--- src/rtl/rbuf_rd.sv ---
// rbuf_rd: read side of the filter ring buffer.
// On an accepted start, reads all M samples from the shared BRAM, newest
// first, walking backwards from head_addr with wrap-around (0 -> M-1).
// The samples leave as a registered stream with dvalid/dlast, and done
// pulses one cycle after the last sample.
// The sample output port is named dout because "do" is a reserved word.
// The first read address is driven in the cycle right after start is
// sampled, so each read index equals its output sample index.
// Optional feature: define RBUF_RD_COEF_ADDR_EN to add the coef_addr
// output, a 0..M-1 index aligned with dout that addresses the
// coefficient ROM.
module rbuf_rd #(
    parameter int M         = 23,
    parameter int ADDR_SIZE = 5,
    parameter int DATA_SIZE = 16,
    parameter int READ_LAT  = 1
) (
    input  logic                 clk,
    input  logic                 rst,
    input  logic                 start,
    input  logic [ADDR_SIZE-1:0] head_addr,
    output logic [ADDR_SIZE-1:0] addr,
    output logic                 re,
    input  logic [DATA_SIZE-1:0] bram_di,
    output logic [DATA_SIZE-1:0] dout,
    output logic                 dvalid,
    output logic                 dlast,
`ifdef RBUF_RD_COEF_ADDR_EN
    output logic [ADDR_SIZE-1:0] coef_addr,
`endif
    output logic                 busy,
    output logic                 done
);

    typedef enum logic [1:0] {
        IDLE,
        READ,
        DRAIN,
        DONE
    } state_t;

    localparam logic [ADDR_SIZE:0]   DEPTH    = (ADDR_SIZE + 1)'(M);
    localparam logic [ADDR_SIZE-1:0] LAST_IDX = ADDR_SIZE'(M - 1);

    state_t                 state;
    logic [ADDR_SIZE-1:0]   ptr;       // address of the next read to issue
    logic [ADDR_SIZE-1:0]   cnt;       // index of the read currently on addr
    logic [ADDR_SIZE-1:0]   start_addr;
    logic                   rd_last;

    // One bit per outstanding read: vld_pipe tracks issued reads and
    // lst_pipe tracks which of them is the M-th one.
    logic [READ_LAT-1:0]    vld_pipe;
    logic [READ_LAT-1:0]    lst_pipe;
    logic [READ_LAT:0]      vld_in;
    logic [READ_LAT:0]      lst_in;
    logic                   tail_vld;
    logic                   tail_lst;

    // Ring-order predecessor: step back one slot, wrapping 0 -> M-1.
    function automatic logic [ADDR_SIZE-1:0] prev_addr(input logic [ADDR_SIZE-1:0] a);
        return (a == '0) ? LAST_IDX : a - ADDR_SIZE'(1);
    endfunction

    // Clamp an out-of-range head to the last ring slot.
    assign start_addr = ({1'b0, head_addr} >= DEPTH) ? LAST_IDX : head_addr;
    assign rd_last    = re && (cnt == LAST_IDX);

    assign vld_in   = {vld_pipe, re};
    assign lst_in   = {lst_pipe, rd_last};
    assign tail_vld = vld_pipe[READ_LAT-1];
    assign tail_lst = lst_pipe[READ_LAT-1];

    // Pass control: one read per cycle in READ, then wait for the pipeline.
    // NOTE: all state is updated with non-blocking assignments so every
    // register in this block samples the pre-edge values of the others.
    always_ff @(posedge clk or negedge rst) begin
        if (!rst) begin
            state <= IDLE;
            ptr   <= '0;
            cnt   <= '0;
            addr  <= '0;
            re    <= 1'b0;
            busy  <= 1'b0;
            done  <= 1'b0;
        end else begin
            case (state)
                IDLE: begin
                    done <= 1'b0;
                    if (start) begin
                        addr  <= start_addr;
                        ptr   <= prev_addr(start_addr);
                        cnt   <= '0;
                        re    <= 1'b1;
                        busy  <= 1'b1;
                        state <= READ;
                    end
                end
                READ: begin
                    if (cnt == LAST_IDX) begin
                        re    <= 1'b0;
                        state <= DRAIN;
                    end else begin
                        addr <= ptr;
                        ptr  <= prev_addr(ptr);
                        cnt  <= cnt + ADDR_SIZE'(1);
                        re   <= 1'b1;
                    end
                end
                DRAIN: begin
                    if (dlast && !(|vld_pipe)) begin
                        done  <= 1'b1;
                        state <= DONE;
                    end
                end
                DONE: begin
                    done  <= 1'b0;
                    busy  <= 1'b0;
                    state <= IDLE;
                end
                default: state <= IDLE;
            endcase
        end
    end

    // Read-latency tracking and registered output stage.
    always_ff @(posedge clk or negedge rst) begin
        if (!rst) begin
            vld_pipe <= '0;
            lst_pipe <= '0;
            dout     <= '0;
            dvalid   <= 1'b0;
            dlast    <= 1'b0;
        end else begin
            vld_pipe <= vld_in[READ_LAT-1:0];
            lst_pipe <= lst_in[READ_LAT-1:0];
            if (tail_vld) begin
                dout   <= bram_di;
                dvalid <= 1'b1;
                dlast  <= tail_lst;
            end else begin
                dvalid <= 1'b0;
                dlast  <= 1'b0;
            end
        end
    end

`ifdef RBUF_RD_COEF_ADDR_EN
    logic [ADDR_SIZE-1:0] coef_nxt;

    // Coefficient index: 0 on the first sample of a pass, +1 per sample.
    always_ff @(posedge clk or negedge rst) begin
        if (!rst) begin
            coef_addr <= '0;
            coef_nxt  <= '0;
        end else if (tail_vld) begin
            coef_addr <= coef_nxt;
            coef_nxt  <= tail_lst ? '0 : coef_nxt + ADDR_SIZE'(1);
        end
    end
`endif

endmodule
--- config.mk ---
export PLATFORM = sky130hd
export DESIGN_NAME = rbuf_rd
export DESIGN_NICKNAME = d
export VERILOG_FILES = /design/src/rtl/rbuf_rd.sv
export SDC_FILE = /design/constraint.sdc
export NUM_CORES = 1
export LEC_CHECK = 0
export ABC_AREA = 1
export BUFFER_PORTS_ARGS = -buffer_cell sky130_fd_sc_hd__buf_2
export CORE_MARGIN = 3
export CORE_UTILIZATION = 50
export CTS_CLUSTER_SIZE = 24
export DETAILED_ROUTE_END_ITERATION = 7
export HOLD_SLACK_MARGIN = 0.15
export MAX_ROUTING_LAYER = met4
export PLACE_DENSITY_LB_ADDON = 0.15
export SKIP_CTS_REPAIR_TIMING = 1
export SYNTH_ARGS = -nofsm -noshare
export SYNTH_HDL_FRONTEND = slang
export SYNTH_SLANG_ARGS = --single-unit
--- constraint.sdc ---
create_clock -name clk -period 4.4 [get_ports clk]
set_input_delay 0.22 -clock clk [delete_from_list [all_inputs] [get_ports clk]]
set_output_delay 0.22 -clock clk [all_outputs]
set_load 0.01 [all_outputs]
Word level (Yosys, flattened, before mapping)
Cells that the tools add are included.
- $add $sub $neg: 3
- eq/ne operators: 8
- muxes and demuxes: 24
- reduce and logical (&&, ||, !) cells: 15
- order comparisons: 1
- operators by type and width (cell ; count):
    2-to-1 mux 5 bit ; 9
    case mux 5 bit (2 select lines) ; 3
    zero test 5 bit ; 2
    subtractor 5 x 1 -> 5 bit (second input constant) ; 2
    != test 2 bit (second input constant) ; 4
    case mux 2 bit (4 select lines) ; 1
    2-to-1 mux 2 bit ; 3
    case mux 1 bit (2 select lines) ; 3
    AND reduction 2 bit ; 3
    AND reduction 3 bit ; 2
    nonzero test 2 bit ; 3
    adder 5 x 1 -> 5 bit (second input constant) ; 1
    equality test 5 bit (second input constant) ; 1
    >= comparator 5 bit (second input constant) ; 1
    2-to-1 mux 1 bit ; 5
    equality test 2 bit (second input constant) ; 2
    equality test 2 x 1 -> 1 bit (second input constant) ; 1
    logical AND 1 bit ; 2
    zero test 2 bit ; 1
    OR reduction 2 bit ; 1
    zero test 1 bit ; 1
- word-level logic and storage cells: 63
- register bits: 40

Longest topological paths before layout
- word-level depth: 6
- gate-level depth with buffers: 10
- mapped depth without buffers: 9

Worst setup path after synthesis
Ideal clock, no wire load.
- path type: register to register
- from: register state[1]
- to: register cnt[3]
- path slack: 2.878 ns
- cell stages (with the launch flop): 10
- data arrival time: 1.398 ns
- path buffers: 2
- data required time: 4.276 ns
- path through: dfrtp_1 -> inv_1 -> ha_1 -> inv_2 -> o21ai_2 -> nand2_1 -> buf_6 -> buf_6 -> nand2_1 -> o31ai_2
- cells in the longest elaborated chain, start to end: 3
- RTL lines (item ; RTL line ; source):
    from (decl) ; 45 ; state_t state;
    from (signal assigned) ; 79 ; state <= IDLE;
    from (signal assigned) ; 96 ; state <= READ;
    from (signal assigned) ; 102 ; state <= DRAIN;
    equality test 2 x 1 -> 1 bit or zero test 2 bit (tied branches) ; 87 ; case (state)
    != test 2 bit (no source line) or nonzero test 2 bit (tied branches) ; -- ;
    AND reduction 3 bit (no source line) ; -- ;
    to (signal assigned) ; 106 ; cnt <= cnt + ADDR_SIZE'(1);
    to (decl) ; 47 ; logic [ADDR_SIZE-1:0] cnt;
Parallel ways exist; a longest one is shown, timed or not.
A chain may end at the register's enable or synchronous reset.

Worst setup path in the final report
- from: register state[1]
- to: register ptr[1]
- cells in the longest elaborated chain, start to end: 3
- RTL lines (item ; RTL line ; source):
    equality test 2 x 1 -> 1 bit or zero test 2 bit (tied branches) ; 87 ;
    != test 2 bit (no source line) or nonzero test 2 bit (tied branches) ; -- ;
    AND reduction 3 bit (no source line) ; -- ;
    to (signal assigned) ; 92 ; ptr <= prev_addr(start_addr);
    to (signal assigned) ; 105 ; ptr <= prev_addr(ptr);
    to (decl) ; 46 ; logic [ADDR_SIZE-1:0] ptr;
Parallel ways exist; a longest one is shown, timed or not.

==> impl_metrics.json <==
{
  "worstPathArrival_ns": 2.51,
  "grt_max_degree": 41,
  "tns_ns": 0,
  "ys_warn_count": 0,
  "insertion_delay_ns": 0.29,
  "area_delta_synth_final_pct": 24.92,
  "cts-root-buf": "clkbuf_8",
  "crit_fanout": 20,
  "row_count": 21,
  "drive_gt1_frac": 0.2067,
  "worstHoldPathType": "in -> reg",
  "slew_violations": 0,
  "syn_area_um2": 1933,
  "place_congestion": 0.8458,
  "grt_pass1_vias": 1451,
  "drc": 0,
  "setup.worst_path.start_class": "flop",
  "drt_first_iter_violations": 44,
  "path_clk_slew_ns": 0.07,
  "tightest_slew_ns": 0.8440,
  "grt_usage": 0.1807,
  "synthCells": 237,
  "required_ns": 4.61,
  "start_util": 0.5490,
  "place_area_um2": 2197,
  "synth.distinct_cells": 24,
  "synth.area.top_cells": "dfrtp_1 52%, nand2_1 18%, ha_1 5.2%, inv_1 4.3%, a21oi_1 3.1%",
  "die_area_um2": 4649,
  "syn-num-nets": 269,
  "place_hpwl_um": 2808,
  "power_density_nw_per_um2": 658.2,
  "cts_buffers": 5,
  "cts_buffer_depth": 2,
  "die_w_um": 68.18,
  "grt_pass1_wl_um": 6196,
  "status": "finished, final reports clean",
  "fin_crit_sh": 0.5228,
  "final_common_cell": "nand2_1",
  "cellLeakagePower_nw": 1.330,
  "via_per_inst": 4.775,
  "yosys.area.top_type": "dfrtp_1",
  "max-vdd-ir-drop_uv": 329.3,
  "totalWireLength_um": 3976,
  "antenna_found_initial": 0,
  "portBuffers": 49,
  "crit_path_end_kind": "flop",
  "grt_overflow_total": 0,
  "ys_seq_area_frac": 0.5178,
  "crit_type": "reg -> reg",
  "final_cell_mix": "91 x nand2_1, 49 x buf_2, 40 x dfrtp_1",
  "rsz0062_at_grt": "false",
  "via_count": 1652,
  "final_area_um2": 2415,
  "period_needed_ns": 2.300,
  "ys_ff_latch": 40,
  "io_pins": 50,
  "finClkSkew_ns": 0.004808,
  "fin_nets": 331,
  "fmax_mhz": 434.8,
  "relSlewSlack": 0.4373,
  "syn_area_per_cell_um2": 8.157,
  "finalSetupViolCount": 0,
  "firstDrtPassIters": 4,
  "cts_sinks": 40,
  "antenna_left": 0,
  "hold_viol": 0,
  "antenna_cells": 0,
  "cts_tree": "yes",
  "synth_top_area_frac": 0.5178,
  "fp.dieH_um": 68.18,
  "wl_per_cell_um": 11.49,
  "htreeDepth": 2,
  "coreArea_um2": 3521,
  "cap_violations": 0
}
==> synth_stat cells <==
library cell / instances
o21bai_1: 1
a31oi_1: 1
nand3b_1: 1
o31ai_2: 1
a21oi_1: 12
buf_6: 2
inv_1: 22
nor2_1: 15
clkbuf_1: 2
o21ai_0: 10
nand3_1: 11
dfrtp_1: 40
xor2_1: 4
clkinv_1: 1
buf_1: 1
nand4_1: 2
buf_2: 1
a22oi_1: 1
inv_2: 2
o21ai_1: 6
a31o_2: 1
o21ai_2: 1
nand2_1: 91
ha_1: 8
==> path summary, 6_finish.rpt <==
path / start / to / slack (ns) / cells past startpoint
max: state[1]$_DFFE_PN0P_ / ptr[1]$_DFFE_PN0P_ / 2.10 / 8
min: bram_di[6] / dout[6]$_DFFE_PN0P_ / 0.13 / 3
max reg2reg: state[1]$_DFFE_PN0P_ / ptr[1]$_DFFE_PN0P_ / 2.10 / 8
min reg2reg: re$_DFFE_PN0P_ / tail_vld$_DFF_PN0_ / 0.41 / 0
max in group asynchronous: rst / state[0]$_DFFE_PN0P_ / 3.30 / 2
min in group asynchronous: rst / dout[4]$_DFFE_PN0P_ / 0.57 / 2
==> worst max-delay path: stages, from the launching register on <==
cell	delay, ns
dfrtp_1	0.41
inv_1	0.10
ha_1	0.48
inv_2	0.18
o21ai_2	0.16
nand2_1	0.39
inv_2	0.30
o21ai_0	0.12
o21ai_0	0.08
==> area by class of cell <==
type                       count  area (um^2)
fill                         311         1106
timing repair buffer          61        365.4
sequential                    40         1001
clock inverter                 2        15.01
multi-input combinational    166        799.5
clock buffer                   6        82.58
tap                           46        57.56
inverter                      25        93.84
==> sequential cells by signal, summed over array words and instances, names as in the netlist <==
name and flops:
addr 5, busy 1, cnt 5, dlast 1, done 1, dout 16, dvalid 1, lst_pipe 1
ptr 5, re 1, state 2, tail_vld 1
==> per-layer routing <==
| layer | vias up | wire length [um] | track usage |
|---|---|---|---|
| met5 | - | 0 | - |
| met4 | 0 | 40 | 0.07692 |
| met3 | 7 | 276 | 0.04598 |
| met2 | 58 | 1760 | 0.2647 |
| met1 | 713 | 1899 | 0.2380 |
| li1 | 874 | - | - |
==> cell families (layout without fill, tap and decap cells) <==
kind of cell    after synthesis  after routing  synth area share
simple gates                120            120            0.2447
xor+xnor                      4              4           0.01812
buf+inv                      31             94           0.06860
fa+ha+maj                     8              8           0.05178
flops                        40             40            0.5178
compound gates               34             34           0.09904
==> per-stage QoR <==
step / utilization / cells / power [mW] / hold slack (ns) / worst slack, ns
6_report: 0.6859 / 346 / 1.589 / 0.1306 / 2.100
5_1_grt: 0.6859 / 346 / 1.750 / 0.1535 / 1.781
4_1_cts: 0.6517 / 334 / 1.596 / 0.05791 / 2.085
3_5_place_dp: 0.6240 / 326 / 1.343 / 0.3731 / 2.098
3_3_place_gp: 0.6240 / 326 / 1.321 / 0.3786 / 2.217
2_1_floorplan: - / 237 / 1.129 / -0.07559 / 2.878
==> power breakdown <==
group	switching (mW)	total, mW	leakage (nW)	internal (mW)
Sequential	0.121	0.649	0.491	0.529
Combinational	0.435	0.692	0.796	0.257
Clock	0.121	0.248	0.0434	0.127
Total	0.677	1.59	1.33	0.913
(Power assumes the default switching activity.)
